File: src/rtl/floor_divmod_seq.sv
// Sequential signed floor division. The quotient is rounded toward minus
// infinity, and the remainder is zero or takes the sign of the divisor.
// Magnitudes are divided by a restoring shift-subtract loop, one bit per
// cycle. A single fix-up cycle then turns the truncated results into floor
// results. A zero divisor skips the loop and returns quot = 0, rem = a.
module floor_divmod_seq #(
  parameter int WIDTH = 8
) (
  input  logic             clk,
  input  logic             rst_n,
  input  logic             in_valid,
  output logic             in_ready,
  input  logic [WIDTH-1:0] a,
  input  logic [WIDTH-1:0] b,
  output logic             out_valid,
  input  logic             out_ready,
  output logic [WIDTH-1:0] quot,
  output logic [WIDTH-1:0] rem,
  output logic             div_zero
);

  localparam int CW = $clog2(WIDTH);
  localparam logic [CW-1:0]    LAST_CNT = CW'(WIDTH - 1);
  localparam logic [CW-1:0]    CNT_ONE  = CW'(1);
  localparam logic [WIDTH-1:0] ZERO_W   = {WIDTH{1'b0}};
  localparam logic [WIDTH-1:0] ONE_W    = WIDTH'(1);

  typedef enum logic [1:0] {
    IDLE = 2'd0,
    CALC = 2'd1,
    FIX  = 2'd2,
    DONE = 2'd3
  } state_t;

  state_t state_r;
  state_t state_s;

  logic [CW-1:0]    cnt_r;     // iteration counter for the divide loop
  logic [WIDTH-1:0] q_r;       // dividend magnitude shifting out, quotient bits shifting in
  logic [WIDTH-1:0] d_r;       // divisor magnitude
  logic [WIDTH:0]   pr_r;      // partial remainder, one guard bit wide
  logic [WIDTH-1:0] b_r;       // original signed divisor, used by the floor correction
  logic             sign_a_r;  // sign of the dividend
  logic [WIDTH-1:0] quot_r;
  logic [WIDTH-1:0] rem_r;
  logic             div_zero_r;

  logic [WIDTH+1:0] shifted_s;
  logic [WIDTH+1:0] diff_s;
  logic             qbit_s;
  logic [WIDTH-1:0] qt_s;
  logic [WIDTH-1:0] rt_s;
  logic [WIDTH-1:0] fquot_s;
  logic [WIDTH-1:0] frem_s;

  // Two's-complement negation modulo 2^WIDTH.
  function automatic logic [WIDTH-1:0] negate(input logic [WIDTH-1:0] v);
    negate = ~v + ONE_W;
  endfunction

  // Unsigned magnitude. The most negative value maps to 2^(WIDTH-1).
  function automatic logic [WIDTH-1:0] magnitude(input logic [WIDTH-1:0] v);
    if (v[WIDTH-1]) begin
      magnitude = negate(v);
    end else begin
      magnitude = v;
    end
  endfunction

  assign in_ready  = (state_r == IDLE);
  assign out_valid = (state_r == DONE);
  assign quot      = quot_r;
  assign rem       = rem_r;
  assign div_zero  = div_zero_r;

  // Restoring step: shift the next dividend bit in and trial-subtract the divisor.
  always_comb begin
    shifted_s = {pr_r, q_r[WIDTH-1]};
    diff_s    = shifted_s - {2'b00, d_r};
    qbit_s    = ~diff_s[WIDTH+1];
  end

  // Floor correction of the truncated magnitude results.
  always_comb begin
    fquot_s = ZERO_W;
    frem_s  = ZERO_W;
    if (sign_a_r ^ b_r[WIDTH-1]) begin
      qt_s = negate(q_r);
    end else begin
      qt_s = q_r;
    end
    if (sign_a_r) begin
      rt_s = negate(pr_r[WIDTH-1:0]);
    end else begin
      rt_s = pr_r[WIDTH-1:0];
    end
    if ((rt_s != ZERO_W) && (sign_a_r != b_r[WIDTH-1])) begin
      fquot_s = qt_s - ONE_W;
      frem_s  = rt_s + b_r;
    end else begin
      fquot_s = qt_s;
      frem_s  = rt_s;
    end
  end

  // Next-state logic of the control FSM.
  always_comb begin
    state_s = state_r;
    case (state_r)
      IDLE: begin
        if (in_valid) begin
          if (b == ZERO_W) begin
            state_s = DONE;
          end else begin
            state_s = CALC;
          end
        end else begin
          state_s = IDLE;
        end
      end
      CALC: begin
        if (cnt_r == LAST_CNT) begin
          state_s = FIX;
        end else begin
          state_s = CALC;
        end
      end
      FIX: begin
        state_s = DONE;
      end
      DONE: begin
        if (out_ready) begin
          state_s = IDLE;
        end else begin
          state_s = DONE;
        end
      end
      default: begin
        state_s = IDLE;
      end
    endcase
  end

  // FSM state register.
  always_ff @(posedge clk or negedge rst_n) begin
    if (!rst_n) begin
      state_r <= IDLE;
    end else begin
      state_r <= state_s;
    end
  end

  // Datapath: capture operands, run the divide loop, and register the results.
  always_ff @(posedge clk or negedge rst_n) begin
    if (!rst_n) begin
      cnt_r      <= {CW{1'b0}};
      q_r        <= ZERO_W;
      d_r        <= ZERO_W;
      pr_r       <= {(WIDTH+1){1'b0}};
      b_r        <= ZERO_W;
      sign_a_r   <= 1'b0;
      quot_r     <= ZERO_W;
      rem_r      <= ZERO_W;
      div_zero_r <= 1'b0;
    end else begin
      case (state_r)
        IDLE: begin
          if (in_valid) begin
            if (b == ZERO_W) begin
              quot_r     <= ZERO_W;
              rem_r      <= a;
              div_zero_r <= 1'b1;
            end else begin
              q_r        <= magnitude(a);
              d_r        <= magnitude(b);
              pr_r       <= {(WIDTH+1){1'b0}};
              cnt_r      <= {CW{1'b0}};
              sign_a_r   <= a[WIDTH-1];
              b_r        <= b;
              div_zero_r <= 1'b0;
            end
          end
        end
        CALC: begin
          if (qbit_s) begin
            pr_r <= diff_s[WIDTH:0];
          end else begin
            pr_r <= shifted_s[WIDTH:0];
          end
          q_r   <= {q_r[WIDTH-2:0], qbit_s};
          cnt_r <= cnt_r + CNT_ONE;
        end
        FIX: begin
          quot_r <= fquot_s;
          rem_r  <= frem_s;
        end
        DONE: begin
          quot_r <= quot_r;
        end
        default: begin
          quot_r <= quot_r;
        end
      endcase
    end
  end

endmodule

File: config.mk
export PLATFORM = sky130hd
export DESIGN_NAME = floor_divmod_seq
export DESIGN_NICKNAME = d
export VERILOG_FILES = /design/src/rtl/floor_divmod_seq.sv
export SDC_FILE = /design/constraint.sdc
export NUM_CORES = 1
export LEC_CHECK = 0
export ABC_CLOCK_PERIOD_IN_PS = 2550
export BUFFER_PORTS_ARGS = -buffer_cell sky130_fd_sc_hd__clkbuf_2
export CAP_MARGIN = 20
export CORE_MARGIN = 4
export CORE_UTILIZATION = 30
export DETAILED_ROUTE_END_ITERATION = 12
export PLACE_DENSITY = 0.52
export SYNTH_ARGS = -nofsm -noshare
export SYNTH_HDL_FRONTEND = slang
export SYNTH_SLANG_ARGS = --single-unit
File: constraint.sdc
create_clock -name clk -period 2.55 [get_ports clk]
set_clock_uncertainty 0.05 [all_clocks]
set_input_delay 0.51 -clock clk [delete_from_list [all_inputs] [get_ports clk]]
set_output_delay 0.51 -clock clk [all_outputs]
set_load 0.05 [all_outputs]
Word level (Yosys, flattened, before mapping) --
Index checks and enable logic that the tools add are counted.
Cells by class: eq/ne operators 8, mux-type cells 28, bitwise logic cells 7, add/subtract/negate cells 8, reduce and logical (&&, ||, !) cells 10
Operator list (number):
- 8-bit 2-to-1 mux | 12
- 8-bit case mux with 2 select lines | 3
- 8-bit by 1-bit adder with 8-bit output (second input constant) | 4
- 8-bit NOT | 4
- 9-bit 2-to-1 mux | 3
- 9-bit case mux with 2 select lines | 1
- 10-bit by 8-bit subtractor with 10-bit output | 1
- 3-bit AND reduction | 3
- 8-bit adder | 1
- 8-bit logical NOT | 1
- 2-bit 2-to-1 mux | 4
- 2-bit case mux with 4 select lines | 1
- 8-bit nonzero test | 1
- 8-bit by 1-bit subtractor with 8-bit output (second input constant) | 1
- 3-bit 2-to-1 mux | 2
- 3-bit case mux with 2 select lines | 1
- 2-bit equality test (second input constant) | 2
- 2-bit != test (second input constant) | 2
- 2-bit nonzero test | 2
- 3-bit by 1-bit adder with 3-bit output (second input constant) | 1
- 3-bit equality test (second input constant) | 1
- 2-bit by 1-bit equality test with 1-bit output (second input constant) | 1
- 2-bit logical NOT | 1
- 2-bit by 1-bit != test with 1-bit output (second input constant) | 1
- other kinds (6) | 7
Word-level totals: bits of input ports 20, output and inout port bits 19, bits in registers 56, logic and storage cells 71

Depth between registers and ports, before layout --
word-level depth 7, mapped depth 12, gate-level depth less buffers 12

Least setup slack after synthesis --
Ideal clock, no wire load.
path kind register to register, start point reg pr_r[0], end point reg rem_r[7], in the netlist rem[7], data arrival time 2472 ps, slack -41 ps, stages on the path, launching flop included 12, path buffers 0, library setup time 70 ps, clock period less this slack 2591 ps, cell sequence dfrtp_1 inv_1 ha_1 nand2_1 o21ai_0 ha_1 a211oi_1 o21ai_0 a21oi_1 mux2i_1 or3_1 nand3_1
Between the ends: cells in the longest elaborated chain, start to end 7
RTL lines:
- start: declaration | line 41 | logic [WIDTH:0] pr_r;
- start signal: assignment | line 159 | pr_r <= {(WIDTH+1){1'b0}};
- start signal: assignment | line 176 | pr_r <= {(WIDTH+1){1'b0}};
- start signal: assignment | line 186 | pr_r <= diff_s[WIDTH:0];
- 8-bit NOT | line 58 | negate = ~v + ONE_W;
- 8-bit by 1-bit adder with 8-bit output | line 58
- 8-bit 2-to-1 mux * | line 92 | if (sign_a_r) begin
- parallel branches: the longest is 2 deep, another holds 8-bit adder
- 8-bit 2-to-1 mux * | line 97 | if ((rt_s != ZERO_W) && (sign_a_r != b_r[WIDTH-1])) begin
- 8-bit case mux with 2 select lines * | line 166 | case (state_r)
- end signal: assignment | line 195 | rem_r <= frem_s;
- end: declaration | line 45 | logic [WIDTH-1:0] rem_r;
Mark *: on every way between the ends. A chain may end at the register's enable or synchronous reset.

Final worst setup path --
start point reg pr_r[1], end point reg rem_r[7], in the netlist rem[7]
The elaborated chain is that of the path after synthesis.

==> flow_metrics.py <==
metrics = {
    "global_routing": {
        "grt_pass1_wl_um": 19400,
        "first_global_vias": 3784,
        "grt_max_degree": 40,
        "grt_util_all_layers_pct": 15.2,
        "overflow": 0,
        "antenna_found_initial": 0,
    },
    "clocking": {
        "path_clk_slew_ns": 0.08,
        "cts_buffer_depth": 2,
        "insertion_delay_ns": 0.30,
        "cts_root_buffer": "clkbuf_16",
        "h-tree-depth": 2,
        "ctsHoldBuffers": 0,
        "cts_made_buffers": 5,
        "cts_tree": "yes",
        "cts.sinks": 55,
    },
    "worst_setup_path": {
        "endpoint_kind": "register",
        "worst_setup_path_start_kind": "register",
        "rrSetupSlack_ns": 0.04,
        "cp.required_ns": 2.74,
        "critical_path_arrival_ns": 2.70,
        "worstSetupPathType": "reg2reg",
        "path_max_fanout": 4,
    },
    "timing": {
        "report.final.setup_viol": 0,
        "setup_tns_ns": 0,
        "timing.fmax_ghz": 0.399,
        "hold_viol": 0,
        "timing.hold.ws_ns": 0.0959,
        "fin_crit_ns": 2.51,
        "finalCritPeriodShare_pct": 98.4,
        "grt_setup_unrepaired": "yes",
        "worst_slew_pin_slew_ns": 0.672,
        "slew_viol_final": 0,
        "slew_headroom_pct": 55.2,
    },
    "logic_synthesis": {
        "synthFlopType": "dfrtp_1",
        "yosysSeqAreaShare_pct": 33.9,
        "yosys_warnings": 0,
        "syn_nets": 523,
        "synth.avg_cell_area_um2": 8.47,
        "yosysTopAreaCell": "dfrtp_1",
        "netlist.area_leader.share_pct": 33.9,
        "syn_area_mm2": 0.00406,
        "synth_edf_count": 0,
        "async_flop_share_pct": 100,
        "synthCells": 479,
        "yosys-top-cells-area": "dfrtp_1 34%, ha_1 6.8%, xnor2_1 5.8%, nand2_1 5.4%, a21oi_1 3.8%",
        "synthDistinctLibCells": 64,
        "ys_seq_elements": 55,
    },
    "cells_and_area": {
        "layout_common_cells": "85 x buf_4, 57 x nand2_1, 53 x dfrtp_1",
        "nets": 630,
        "drive_gt1_share_pct": 32.0,
        "multi_input_area_mm2": 0.00271,
        "finalNonFillerCells": 763,
        "antenna_cells": 0,
        "final-seq-area_mm2": 0.00138,
        "mostFrequentLayoutCell": "buf_4",
        "postLayoutCellArea_mm2": 0.00539,
        "area_delta_synth_final_pct": 32.9,
        "fillers": 1363,
    },
    "floorplan": {
        "start_util_pct": 30.7,
        "dieArea_mm2": 0.0155,
        "core_area_mm2": 0.0132,
        "io_pins": 39,
        "die_height_um": 124,
        "die_width_um": 124,
        "row_count": 42,
    },
    "worst_hold_path": {
        "hold_path_class": "in2async",
    },
    "route": {
        "num_vias": 3942,
        "dr.pass1.iters": 5,
        "initialDrtViolationCount": 298,
        "drc_errors": 0,
        "viasPerCell": 5.17,
        "wirelength_um": 12100,
        "ant_nets": 0,
        "drt-wirelength-per-cell_um": 15.9,
    },
    "job": {
        "cap_violations": 0,
    },
    "status": {
        "status": "complete, no violations",
    },
    "placed_design": {
        "dpl_cell_area_mm2": 0.00498,
        "dp_cells": 744,
        "gp_congestion": 0.904,
        "portBuffers": 38,
        "dp_hpwl_um": 9580,
    },
}
## area by class of cell
type	instances	share of cell area, %
tap	176	4.08
clock inverter	3	0.418
clock buffer	5	2.32
timing repair buffer	124	15.7
inverter	23	1.60
multi-input combinational	377	50.3
sequential	55	25.6
## synthesized netlist by cell type, drive strengths merged (7+ instances only)
master,number
a21oi,31
buf,9
clkbuf,15
dfrtp,55
ha,22
inv,23
mux2i,7
nand2,58
nand2b,12
nand3,10
nand4,7
nor2,32
nor2b,8
nor3,20
o21ai,35
or3,8
xnor2,27
xor2,7
## metrics by stage
step | utilization (%) | setup WS [ns]
3_5_place_dp | 37.6 | -0.110
3_3_place_gp | 37.6 | -0.0803
2_1_floorplan | - | -0.00634
4_1_cts | 38.9 | -0.00364
6_report | 40.7 | 0.0416
5_1_grt | 40.7 | -0.133
## sequential cells by signal, indices dropped and copies added (netlist names)
| signal | count |
|---|---|
| cnt_r | 3 |
| d_r | 8 |
| pr_r | 9 |
| state_r | 2 |
| b_r | 7 |
| quot | 8 |
| rem | 8 |
| q_r | 8 |
| sign_a_r | 1 |
| div_zero | 1 |
## critical path, stage by stage, from the launching register on
cell     delay [ns]
dfrtp_1        0.41
or3_4          0.41
o31ai_4        0.25
xnor2_2        0.17
ha_1           0.29
o21ai_2        0.08
a21oi_2        0.07
a21oi_2        0.17
mux2i_1        0.10
or3_1          0.37
nand3_1        0.08
## repair_timing
| item | 4_1_cts | 5_1_grt |
|---|---|---|
| buffers inserted | 0 | 11 |
| gates resized for setup | 7 | 41 |
| gates cloned | 0 | 0 |
| pin swaps | 1 | 23 |
| endpoints found under the setup margin | 6 | 15 |
## cells by family after synthesis
| logic type | count (synthesis) | synth area share (%) |
|---|---|---|
| AOI/OAI and AO/OA | 133 | 22.0 |
| xor gates and xnor gates | 34 | 7.34 |
| adders and majority gates | 24 | 7.77 |
| buffers and inverters | 47 | 4.78 |
| DFF | 55 | 33.9 |
| muxes | 10 | 2.56 |
| and+or+nand+nor | 176 | 21.6 |
## routing by layer
| layer | vias up | track usage (%) | part of all wire, % |
|---|---|---|---|
| met5 | - | 0 | 0 |
| met4 | 0 | 2.77 | 0.84 |
| met3 | 9 | 2.06 | 3.9 |
| met2 | 72 | 25.6 | 49 |
| met1 | 1901 | 21.1 | 46 |
| li1 | 1960 | - | - |
## worst paths after layout
path / from / end / depth (start not counted)
worst max-delay path: pr_r[1]$_DFFE_PN0P_ / rem[7]$_DFFE_PN0P_ / 10
worst max register to register: pr_r[1]$_DFFE_PN0P_ / rem[7]$_DFFE_PN0P_ / 10
worst min-delay path: rst_n / quot[5]$_DFFE_PN0P_ / 1
worst min register to register: quot[2]$_DFFE_PN0P_ / quot[2]$_DFFE_PN0P_ / 2
min in group clk: quot[2]$_DFFE_PN0P_ / quot[2]$_DFFE_PN0P_ / 2
max in group asynchronous: rst_n / pr_r[0]$_DFFE_PN0P_ / 2
Power is left out: the tool's default activity adds up to more than one toggle a clock period on the data nets, which glitch-free logic cannot reach.
